## src/rtl/pdp8_iot_pkg.sv

```systemverilog
// Shared IOT-bus constants and serial FSM state type for PDP-8 peripherals.
// Device codes compare against IR[8:3]; function codes against IR[2:0].
package pdp8_iot_pkg;

    localparam logic [5:0] KBD_DEV_DFLT = 6'o03;
    localparam logic [5:0] TTY_DEV_DFLT = 6'o04;

    localparam logic [2:0] KCF = 3'd0;
    localparam logic [2:0] KSF = 3'd1;
    localparam logic [2:0] KCC = 3'd2;
    localparam logic [2:0] KRS = 3'd4;
    localparam logic [2:0] KIE = 3'd5;
    localparam logic [2:0] KRB = 3'd6;

    localparam logic [2:0] TFL = 3'd0;
    localparam logic [2:0] TSF = 3'd1;
    localparam logic [2:0] TCF = 3'd2;
    localparam logic [2:0] TPC = 3'd4;
    localparam logic [2:0] TSK = 3'd5;
    localparam logic [2:0] TLS = 3'd6;

    typedef enum logic [1:0] {
        SER_IDLE,
        SER_START,
        SER_DATA,
        SER_STOP
    } serState_t;

endpackage

```

## src/rtl/uart_rx_8n1.sv

```systemverilog
// 8N1 serial receiver: two-flop synchroniser, mid-bit sampling, glitch-rejecting
// start detection. Pulses rxDone for one cycle with rxByte on a good stop bit.
module uart_rx_8n1
    import pdp8_iot_pkg::*;
#(
    parameter int CLKS_PER_BIT = 104
) (
    input  logic       SYSCLK,
    input  logic       CLEAR,
    input  logic       RXD,
    output logic [7:0] rxByte,
    output logic       rxDone
);

    localparam int CW = $clog2(CLKS_PER_BIT);
    localparam logic [CW-1:0] LAST = CW'(CLKS_PER_BIT - 1);
    localparam logic [CW-1:0] HALF = CW'(CLKS_PER_BIT / 2 - 1);

    logic          rxdMeta, rxdSync, rxdPrev;
    serState_t     state, stateNext;
    logic [CW-1:0] cnt, cntNext;
    logic [2:0]    bitIdx, bitIdxNext;
    logic [7:0]    shift, shiftNext;
    logic [7:0]    byteNext;
    logic          doneNext;

    // NOTE: clocked state uses non-blocking (<=) so every flop samples pre-edge values.
    always_ff @(posedge SYSCLK) begin
        if (CLEAR) begin
            rxdMeta <= 1'b1;
            rxdSync <= 1'b1;
            rxdPrev <= 1'b1;
        end else begin
            rxdMeta <= RXD;
            rxdSync <= rxdMeta;
            rxdPrev <= rxdSync;
        end
    end

    always_ff @(posedge SYSCLK) begin
        if (CLEAR) begin
            state  <= SER_IDLE;
            cnt    <= '0;
            bitIdx <= '0;
            shift  <= '0;
            rxByte <= '0;
            rxDone <= 1'b0;
        end else begin
            state  <= stateNext;
            cnt    <= cntNext;
            bitIdx <= bitIdxNext;
            shift  <= shiftNext;
            rxByte <= byteNext;
            rxDone <= doneNext;
        end
    end

    // NOTE: every output gets a default first so no path through the case infers a latch.
    always_comb begin
        stateNext  = state;
        cntNext    = cnt;
        bitIdxNext = bitIdx;
        shiftNext  = shift;
        byteNext   = rxByte;
        doneNext   = 1'b0;

        unique case (state)
            SER_IDLE: begin
                if (rxdPrev && !rxdSync) begin
                    stateNext = SER_START;
                    cntNext   = '0;
                end
            end
            SER_START: begin
                // Half a bit in, the line must still be low or this was a glitch.
                if (cnt == HALF) begin
                    cntNext    = '0;
                    bitIdxNext = '0;
                    stateNext  = rxdSync ? SER_IDLE : SER_DATA;
                end else begin
                    cntNext = cnt + 1'b1;
                end
            end
            SER_DATA: begin
                if (cnt == LAST) begin
                    cntNext    = '0;
                    shiftNext  = {rxdSync, shift[7:1]};
                    bitIdxNext = bitIdx + 3'd1;
                    if (bitIdx == 3'd7) stateNext = SER_STOP;
                end else begin
                    cntNext = cnt + 1'b1;
                end
            end
            SER_STOP: begin
                if (cnt == LAST) begin
                    cntNext   = '0;
                    stateNext = SER_IDLE;
                    if (rxdSync) begin
                        byteNext = shift;
                        doneNext = 1'b1;
                    end
                end else begin
                    cntNext = cnt + 1'b1;
                end
            end
            default: stateNext = SER_IDLE;
        endcase
    end

endmodule

```

## src/rtl/tty_kl8e.sv

```systemverilog
// KL8E console teletype: IOT decode for keyboard/printer device codes, flags,
// interrupt enable, and an 8N1 transmitter with a one-deep holding register.
module tty_kl8e
    import pdp8_iot_pkg::*;
#(
    parameter int         CLKS_PER_BIT = 104,
    parameter logic [5:0] KBD_DEV      = KBD_DEV_DFLT,
    parameter logic [5:0] TTY_DEV      = TTY_DEV_DFLT
) (
    input  logic        SYSCLK,
    input  logic        CLEAR,
    input  logic        IOT,
    input  logic [11:0] IR,
    input  logic        STB,
    input  logic [11:0] AC,
    output logic        RESP,
    output logic        SKIP,
    output logic        AC_CLR,
    output logic [11:0] AC_OR,
    input  logic        RXD,
    output logic        TXD,
    output logic        KBD_FLAG,
    output logic        TTY_FLAG,
    output logic        IRQ
);

    localparam int CW = $clog2(CLKS_PER_BIT);
    localparam logic [CW-1:0] LAST = CW'(CLKS_PER_BIT - 1);

    logic [7:0] rxByte;
    logic       rxDone;

    uart_rx_8n1 #(
        .CLKS_PER_BIT(CLKS_PER_BIT)
    ) rxu (
        .SYSCLK(SYSCLK),
        .CLEAR (CLEAR),
        .RXD   (RXD),
        .rxByte(rxByte),
        .rxDone(rxDone)
    );

    logic [7:0] rxBuf;
    logic       ie;
    logic [2:0] fn;
    logic       kbdHit, ttyHit;
    logic       respNext, skipNext, clrNext;
    logic [11:0] orNext;
    logic       kbdClr, ieLoad, ttyFlagSet, ttyFlagClr, txLoad;
    logic       txDone;
    logic       unusedBits;

    assign fn         = IR[2:0];
    assign kbdHit     = STB && IOT && (IR[8:3] == KBD_DEV);
    assign ttyHit     = STB && IOT && (IR[8:3] == TTY_DEV);
    assign unusedBits = ^{IR[11:9], AC[11:8]};
    assign IRQ        = ie && (KBD_FLAG || TTY_FLAG);

    always_comb begin
        respNext   = 1'b0;
        skipNext   = 1'b0;
        clrNext    = 1'b0;
        orNext     = '0;
        kbdClr     = 1'b0;
        ieLoad     = 1'b0;
        ttyFlagSet = 1'b0;
        ttyFlagClr = 1'b0;
        txLoad     = 1'b0;

        if (kbdHit) begin
            respNext = 1'b1;
            case (fn)
                KCF: kbdClr = 1'b1;
                KSF: skipNext = KBD_FLAG;
                KCC: begin kbdClr = 1'b1; clrNext = 1'b1; end
                KRS: orNext = {4'b0, rxBuf};
                KIE: ieLoad = 1'b1;
                KRB: begin kbdClr = 1'b1; clrNext = 1'b1; orNext = {4'b0, rxBuf}; end
                default: ;
            endcase
        end else if (ttyHit) begin
            respNext = 1'b1;
            case (fn)
                TFL: ttyFlagSet = 1'b1;
                TSF: skipNext = TTY_FLAG;
                TCF: ttyFlagClr = 1'b1;
                TPC: txLoad = 1'b1;
                TSK: skipNext = TTY_FLAG || KBD_FLAG;
                TLS: begin ttyFlagClr = 1'b1; txLoad = 1'b1; end
                default: ;
            endcase
        end
    end

    // Set sources are tested first so a completion beats a same-cycle clear.
    always_ff @(posedge SYSCLK) begin
        if (CLEAR) begin
            RESP     <= 1'b0;
            SKIP     <= 1'b0;
            AC_CLR   <= 1'b0;
            AC_OR    <= '0;
            KBD_FLAG <= 1'b0;
            TTY_FLAG <= 1'b0;
            ie       <= 1'b1;
            rxBuf    <= '0;
        end else begin
            RESP   <= respNext;
            SKIP   <= skipNext;
            AC_CLR <= clrNext;
            AC_OR  <= orNext;
            if (rxDone)      KBD_FLAG <= 1'b1;
            else if (kbdClr) KBD_FLAG <= 1'b0;
            if (txDone || ttyFlagSet) TTY_FLAG <= 1'b1;
            else if (ttyFlagClr)      TTY_FLAG <= 1'b0;
            if (ieLoad) ie    <= AC[0];
            if (rxDone) rxBuf <= rxByte;
        end
    end

    serState_t     txState, txStateNext;
    logic [CW-1:0] txCnt, txCntNext;
    logic [2:0]    txBit, txBitNext;
    logic [7:0]    txShift, txShiftNext;
    logic [7:0]    txHold;
    logic          holdFull, holdFullNext, holdLoad, loadConsumed;
    logic          txdNext;

    // NOTE: holding data needs no reset; holdFull alone says whether it is meaningful.
    always_ff @(posedge SYSCLK) begin
        if (holdLoad) txHold <= AC[7:0];
    end

    always_ff @(posedge SYSCLK) begin
        if (CLEAR) begin
            txState  <= SER_IDLE;
            txCnt    <= '0;
            txBit    <= '0;
            txShift  <= '0;
            holdFull <= 1'b0;
            TXD      <= 1'b1;
        end else begin
            txState  <= txStateNext;
            txCnt    <= txCntNext;
            txBit    <= txBitNext;
            txShift  <= txShiftNext;
            holdFull <= holdFullNext;
            TXD      <= txdNext;
        end
    end

    always_comb begin
        txStateNext  = txState;
        txCntNext    = txCnt;
        txBitNext    = txBit;
        txShiftNext  = txShift;
        holdFullNext = holdFull;
        holdLoad     = 1'b0;
        loadConsumed = 1'b0;
        txDone       = 1'b0;

        unique case (txState)
            SER_IDLE: begin
                if (holdFull) begin
                    txStateNext  = SER_START;
                    txShiftNext  = txHold;
                    txCntNext    = '0;
                    holdFullNext = 1'b0;
                end else if (txLoad) begin
                    txStateNext  = SER_START;
                    txShiftNext  = AC[7:0];
                    txCntNext    = '0;
                    loadConsumed = 1'b1;
                end
            end
            SER_START: begin
                if (txCnt == LAST) begin
                    txCntNext   = '0;
                    txBitNext   = '0;
                    txStateNext = SER_DATA;
                end else begin
                    txCntNext = txCnt + 1'b1;
                end
            end
            SER_DATA: begin
                if (txCnt == LAST) begin
                    txCntNext   = '0;
                    txShiftNext = {1'b0, txShift[7:1]};
                    txBitNext   = txBit + 3'd1;
                    if (txBit == 3'd7) txStateNext = SER_STOP;
                end else begin
                    txCntNext = txCnt + 1'b1;
                end
            end
            SER_STOP: begin
                if (txCnt == LAST) begin
                    txDone    = 1'b1;
                    txCntNext = '0;
                    // Chain straight into the next frame so there is no idle gap.
                    if (holdFull) begin
                        txStateNext  = SER_START;
                        txShiftNext  = txHold;
                        holdFullNext = 1'b0;
                    end else if (txLoad) begin
                        txStateNext  = SER_START;
                        txShiftNext  = AC[7:0];
                        loadConsumed = 1'b1;
                    end else begin
                        txStateNext = SER_IDLE;
                    end
                end else begin
                    txCntNext = txCnt + 1'b1;
                end
            end
            default: txStateNext = SER_IDLE;
        endcase

        if (txLoad && !loadConsumed) begin
            holdLoad     = 1'b1;
            holdFullNext = 1'b1;
        end

        unique case (txStateNext)
            SER_START: txdNext = 1'b0;
            SER_DATA:  txdNext = txShiftNext[0];
            default:   txdNext = 1'b1;
        endcase
    end

endmodule

```

## config.mk

```make
export PLATFORM = sky130hd
export DESIGN_NAME = tty_kl8e
export DESIGN_NICKNAME = d
export VERILOG_FILES = /design/src/rtl/pdp8_iot_pkg.sv /design/src/rtl/uart_rx_8n1.sv /design/src/rtl/tty_kl8e.sv
export SDC_FILE = /design/constraint.sdc
export NUM_CORES = 1
export LEC_CHECK = 0
export ABC_AREA = 1
export CORE_ASPECT_RATIO = 0.9
export CORE_UTILIZATION = 50
export DETAILED_ROUTE_END_ITERATION = 16
export PLACE_DENSITY = 0.76
export SLEW_MARGIN = 20
export SYNTH_ARGS = -nofsm -noshare
export SYNTH_HDL_FRONTEND = slang
export SYNTH_SLANG_ARGS = --single-unit
```

## constraint.sdc

```tcl
create_clock -name SYSCLK -period 1.7 [get_ports SYSCLK]
set_input_delay 0.51 -clock SYSCLK [delete_from_list [all_inputs] [get_ports SYSCLK]]
set_output_delay 0.51 -clock SYSCLK [all_outputs]
set_load 0.02 [all_outputs]
```

==> results.sh, run 1 <==
export IMPL_status="finished with violations"
export IMPL_violations="setup timing"
export IMPL_synth_compound_area_share_pct=15.0
export IMPL_synthCells=502
export IMPL_muxShareOfSynthArea_pct=0
export IMPL_endpoint_kind="register"
export IMPL_ys_types=42
export IMPL_synth_edf_count=8
export IMPL_setup_ws_ps=-129
export IMPL_grt_pass1_wl_mm=15.0
export IMPL_synth_top_family_by_area="simple AND/OR/NAND/NOR gates"
export IMPL_grt_overflow=0
export IMPL_antenna_cells=0
export IMPL_drive_gt1_share_pct=26.9
export IMPL_timing_final_crit_share_pct=108
export IMPL_clkPwrFrac_pct=35.4
export IMPL_via_per_inst=5.16
export IMPL_critPathKind="register to register"
export IMPL_skew_ps=13.9
export IMPL_pwr_share_comb_pct=13.9
export IMPL_dr_pass1_iters=4
export IMPL_grt_total_usage_pct=23.6
export IMPL_drt_iter0_drc=180
export IMPL_ios=48
export IMPL_switchingPower_uw=1170
export IMPL_wl_mm=9.33
export IMPL_start_kind="register"
export IMPL_nFillCells=541
export IMPL_cp_data_required_time_ps=1990
export IMPL_rows=29
export IMPL_place_congestion=0.918
export IMPL_cts_htree_levels=3
export IMPL_die_area_um2=8050
export IMPL_clkLatencyLatePin_ps=370
export IMPL_hold_slack_ps=417
export IMPL_syn_area_per_cell_um2=7.66
export IMPL_die_h_um=85.2
export IMPL_cts_path_max_buffers=2
export IMPL_fin_nets=628
export IMPL_dp_slack_ps=-507
export IMPL_syn_area_um2=3850
export IMPL_drc=0
export IMPL_synth_seq_cells=84
export IMPL_p_leak_uw=0.00218
export IMPL_dr_total_vias=3544
export IMPL_async_flop_share_pct=0
export IMPL_yosys_area_share_xor_xnor_pct=1.14
export IMPL_synth_ff_type="dfxtp_1"
export IMPL_rsz0062_at_grt="true"
export IMPL_grt_max_degree=29
export IMPL_wl_per_cell_um=13.6
export IMPL_drv_slew=0
export IMPL_setup_violations=19
export IMPL_portBuffers=36
export IMPL_max_freq_mhz=547
export IMPL_hold_buffers=0
export IMPL_seqPwrFrac_pct=50.7
export IMPL_hp_class="register to register"
export IMPL_synthSimpleGateAreaFrac_pct=25.5
export IMPL_syn_to_final_growth_pct=34.3
export IMPL_synth_warning_count=0
export IMPL_grt_pass1_vias=3269
export IMPL_path_max_fanout=6
export IMPL_path_clk_slew_ps=100
export IMPL_finalHoldViolations=0
export IMPL_antenna_left=0
export IMPL_root_buffer="clkbuf_8"
export IMPL_synth_fa_ha_area_share_pct=3.25
export IMPL_swShare_pct=29.1
export IMPL_hpwlAfterDp_mm=5.92
export IMPL_clock_sinks=84
export IMPL_finalCriticalPeriod_ps=1830
export IMPL_peakVddDrop_uv=487
export IMPL_drv_cap=0
export IMPL_arrival_ps=2120
export IMPL_start_util_pct=53.0
export IMPL_power_density_nw_per_um2=778
export IMPL_cts_tree="done"
export IMPL_p_int_uw=2850
export IMPL_core_um2=7260
export IMPL_ys_seq_area_share_pct=45.8
export IMPL_antenna_found_initial=0
export IMPL_die_w_um=94.5
export IMPL_cts_buffers=9
[power groups by stage]
stage / combinational (µW) / clock, µW / sequential [µW]
6_report: 558 / 1420 / 2040
5_1_grt: 607 / 1540 / 2040
2_1_floorplan: 251 / 0 / 2080
4_1_cts: 497 / 1450 / 2030
3_3_place_gp: 458 / 0 / 2080
3_5_place_dp: 468 / 0 / 2080
[cells by family (layout without fill, tap and decap cells)]
family / Yosys count / in the layout
AOI/OAI and AO/OA: 105 / 105
xor gates and xnor gates: 5 / 5
adders and majority gates: 10 / 10
buffers and inverters: 87 / 176
DFF: 84 / 84
other: 1 / 4
and+or+nand+nor: 210 / 210
[repair_timing]
action	CTS	global route
endpoints found under the setup margin	33	54
gates resized for setup	43	58
buffers inserted	8	6
hold endpoints to repair	0	0
pin swaps	10	20
[area by class of cell]
cell class                 instances  area [µm²]  share of cell area, %
timing repair buffer              89         800                   15.5
inverter                          71         287                   5.55
multi-input combinational        334        1990                   38.6
tap                               93         116                   2.25
clock inverter                     7        76.3                   1.48
clock buffer                       9         124                   2.40
sequential                        84        1770                   34.3
[registers in the layout (all words and copies together) (netlist names), named ones only]
signal / count
rxu.state: 1
TXD: 1
KBD_FLAG: 1
rxu.cnt: 7
txShift: 8
rxu.rxByte: 8
rxBuf: 8
RESP: 1
rxu.rxdSync: 1
TTY_FLAG: 1
AC_CLR: 1
holdFull: 1
rxu.rxdPrev: 1
ie: 1
rxu.shift: 8
txCnt: 7
txHold: 8
rxu.bitIdx: 3
txBit: 3
txState: 2
rxu.rxdMeta: 1
SKIP: 1
rxu.rxDone: 1
AC_OR: 8
[routing by layer]
layer / GRT usage [%] / part of all wire, % / vias to the layer above
met5: 0 / 0 / -
met4: 6.89 / 2.2 / 0
met3: 5.65 / 4.2 / 20
met2: 39.7 / 50 / 84
met1: 30.0 / 43 / 1646
li1: - / - / 1794
[final timing paths]
check	start	depth (start not counted)	slack, ps	to
hold reg to reg	rxu.rxdMeta$_SDFF_PP1_	1	420	rxu.rxdSync$_SDFF_PP1_
hold / removal	rxu.rxdMeta$_SDFF_PP1_	1	420	rxu.rxdSync$_SDFF_PP1_
setup reg to reg	txCnt[1]$_SDFFE_PP0P_	12	-130	txShift[3]$_SDFFE_PP0P_
setup / recovery	txCnt[1]$_SDFFE_PP0P_	12	-130	txShift[3]$_SDFFE_PP0P_
[stage by stage]
stage	power [µW]	setup TNS, ps	area, µm²	util, %	std cells
2_1_floorplan	2330	0	3860	-	505
3_3_place_gp	2530	-11220	4610	63.5	657
3_5_place_dp	2540	-12320	4610	63.5	657
4_1_cts	3980	-48.1	4910	67.7	681
5_1_grt	4190	-3900	5160	71.2	687
6_report	4020	-1650	5160	71.2	687
[synthesized netlist by cell type, types with 4 or more instances]
cell type,instances,area [µm²]
nor2_1,47,176
nand3_2,4,40.0
ha_1,10,125
inv_1,62,233
nand4_1,4,25.0
a21oi_1,52,260
nand2_2,4,25.0
nand2_1,95,357
o21ai_1,6,30.0
edfxtp_1,8,240
buf_4,4,30.0
clkbuf_1,10,37.5
o21ai_2,6,52.6
nand3_1,21,105
nor3_1,8,40.0
nor2_2,10,62.6
dfxtp_1,76,1520
inv_2,6,22.5
o21ai_0,29,145
or2_2,4,25.0
[worst max-delay path, stage by stage, from the launching register on]
cell and delay, ps:
dfxtp_2 370, ha_4 150, nand2_4 60, nor3_4 250, nand3_2 160, nand2_2 120, inv_4 50, buf_12 130
nor2_4 80, o21ai_2 70, o21ai_2 100, nand2_1 60, a21oi_1 140
[cell usage in the layout (no fill, tap or decap), types with 7 or more instances in the layout]
cell,n
inv_1,56
nor2_2,11
a21oi_1,46
dfxtp_1,69
buf_4,43
o21ai_0,27
nand2_1,87
inv_2,11
o21ai_2,8
clkbuf_8,9
nand3_1,17
clkdlybuf4s50_1,13
dlygate4sd2_1,21
nand2_2,9
edfxtp_1,8
dfxtp_2,7
nor2_1,40
nor3_1,8
Power figures use the tool's default switching activity.
==> run 2, diff against run 1 <==
--- a/config.mk
+++ b/config.mk
@@ -7,9 +7,9 @@
 export LEC_CHECK = 0
 export ABC_AREA = 1
 export CORE_ASPECT_RATIO = 0.9
-export CORE_UTILIZATION = 50
+export CORE_UTILIZATION = 55
 export DETAILED_ROUTE_END_ITERATION = 16
-export PLACE_DENSITY = 0.76
+export PLACE_DENSITY = 0.79
 export SLEW_MARGIN = 20
 export SYNTH_ARGS = -nofsm -noshare
 export SYNTH_HDL_FRONTEND = slang
==> constraint.sdc (replaced) <==
create_clock -name SYSCLK -period 1.8 [get_ports SYSCLK]
set_input_delay 0.54 -clock SYSCLK [delete_from_list [all_inputs] [get_ports SYSCLK]]
set_output_delay 0.54 -clock SYSCLK [all_outputs]
set_load 0.02 [all_outputs]
==> results.sh, run 2 (synthesis gave the netlist of run 1 again) <==
export IMPL_root_buffer="clkbuf_8"
export IMPL_peakVddDrop_uv=690
export IMPL_setup_ws_ps=1.82
export IMPL_p_leak_uw=0.00216
export IMPL_antenna_found_initial=0
export IMPL_grt_pass1_vias=3192
export IMPL_clock_sinks=84
export IMPL_die_area_um2=7330
export IMPL_die_h_um=81.3
export IMPL_dr_total_vias=3593
export IMPL_dp_slack_ps=-430
export IMPL_start_util_pct=57.8
export IMPL_grt_pass1_wl_mm=14.2
export IMPL_maxSlewHeadroom_pct=64.7
export IMPL_clkLatencyLatePin_ps=370
export IMPL_drv_slew=0
export IMPL_endpoint_kind="register"
export IMPL_wl_mm=9.15
export IMPL_critPathKind="register to register"
export IMPL_antenna_cells=0
export IMPL_status="finished, final reports clean"
export IMPL_timing_final_crit_share_pct=99.9
export IMPL_dr_pass1_iters=5
export IMPL_cts_htree_levels=3
export IMPL_pwr_share_comb_pct=11.9
export IMPL_clkPwrFrac_pct=37.9
export IMPL_r2r_slack_ps=2
export IMPL_rows=28
export IMPL_reg2reg_from="txCnt[0]$_SDFFE_PP0P_"
export IMPL_setup_violations=0
export IMPL_hpwlAfterDp_mm=5.98
export IMPL_drive_gt1_share_pct=22.8
export IMPL_final_common_cell="nand2_1"
export IMPL_seqPwrFrac_pct=50.2
export IMPL_portBuffers=36
export IMPL_grt_overflow=0
export IMPL_wl_per_cell_um=13.7
export IMPL_arrival_ps=2060
export IMPL_core_um2=6660
export IMPL_grt_max_degree=29
export IMPL_fin_nets=614
export IMPL_rsz0062_at_grt="true"
export IMPL_cp_data_required_time_ps=2060
export IMPL_drc=0
export IMPL_hp_class="register to register"
export IMPL_antenna_left=0
export IMPL_nFillCells=458
export IMPL_skew_ps=14.3
export IMPL_hold_slack_ps=419
export IMPL_grt_total_usage_pct=24.4
export IMPL_path_clk_slew_ps=100
export IMPL_ios=48
export IMPL_path_max_fanout=4
export IMPL_swShare_pct=27.6
export IMPL_regToRegEndpoint="TXD$_SDFF_PP1_"
export IMPL_switchingPower_uw=1060
export IMPL_max_freq_mhz=556
export IMPL_endpoint="TXD$_SDFF_PP1_"
export IMPL_cts_buffers=9
export IMPL_place_congestion=0.886
export IMPL_power_density_nw_per_um2=769
export IMPL_cts_path_max_buffers=2
export IMPL_p_int_uw=2780
export IMPL_start_kind="register"
export IMPL_cts_tree="done"
export IMPL_via_per_inst=5.36
export IMPL_finalCriticalPeriod_ps=1800
export IMPL_syn_to_final_growth_pct=29.6
export IMPL_finalHoldViolations=0
export IMPL_tightestPinTransition_ps=528
export IMPL_reg2reg_depth=10
export IMPL_drv_cap=0
export IMPL_die_w_um=90.2
export IMPL_startpoint="txCnt[0]$_SDFFE_PP0P_"
export IMPL_drt_iter0_drc=172
export IMPL_mostFrequentLayoutCells="nand2_1, dfxtp_1, inv_1, a21oi_1, nor2_1"
## run 2: power by group through the flow
stage	Sequential, µW	Clock, µW	Combinational [µW]
final	1930	1450	455
after global routing	1930	1570	494
after CTS	1920	1470	421
after detailed placement	1960	0	407
after global placement	1960	0	399
after floorplan	1960	0	236
## run 2: repair_timing
action,CTS,global route
resized for setup,26,51
setup buffers,0,8
setup endpoints to repair,25,46
pin swaps,6,19
hold buffers,0,0
## run 2: layout make-up
type	count	area (µm²)	area share [%]
clock buffer	9	124	2.48
sequential	84	1770	35.5
clock inverter	7	88.8	1.78
multi-input combinational	334	1900	38.2
timing repair buffer	75	698	14.0
tap	90	113	2.26
inverter	71	288	5.77
## run 2: stage by stage
step	instances	instance area [µm²]	setup TNS [ps]	utilization (%)	total power, µW
floorplan	505	3860	0	-	2200
global placement	646	4520	-8180	68.0	2360
detailed placement	646	4520	-9770	68.0	2370
CTS	662	4760	0	71.5	3810
global route	670	4980	-150	74.9	3990
finish	670	4980	0	74.9	3830
## run 2: worst max-delay path, cell delays in order, from the launching register on
cell,delay [ps]
dfxtp_2,370
ha_4,150
nand2_4,60
nor3_4,190
buf_6,160
nand2_8,80
buf_4,140
o211ai_1,200
nand3_1,160
nand3_1,100
nand3_1,70
## run 2: worst min path at each step
| stage | start | to | slack, ps | cells past startpoint |
|---|---|---|---|---|
| floorplan | rxu.rxdMeta$_SDFF_PP1_ | rxu.rxdSync$_SDFF_PP1_ | 390 | 1 |
| global placement | rxu.rxdMeta$_SDFF_PP1_ | rxu.rxdSync$_SDFF_PP1_ | 390 | 1 |
| detailed placement | rxu.rxdMeta$_SDFF_PP1_ | rxu.rxdSync$_SDFF_PP1_ | 400 | 1 |
| CTS | rxu.rxdMeta$_SDFF_PP1_ | rxu.rxdSync$_SDFF_PP1_ | 420 | 1 |
| global route | rxBuf[6]$_SDFFE_PP0P_ | AC_OR[6]$_SDFF_PP0_ | 450 | 2 |
| finish | rxu.rxdMeta$_SDFF_PP1_ | rxu.rxdSync$_SDFF_PP1_ | 420 | 1 |
## run 2: per-layer routing
metal / up-vias / GRT usage, % / share of wire (%)
met5: - / 0 / 0
met4: 0 / 8.55 / 1.8
met2: 113 / 42.7 / 51
met1: 1693 / 29.1 / 42
li1: 1763 / - / -
met3: 24 / 6.74 / 4.3
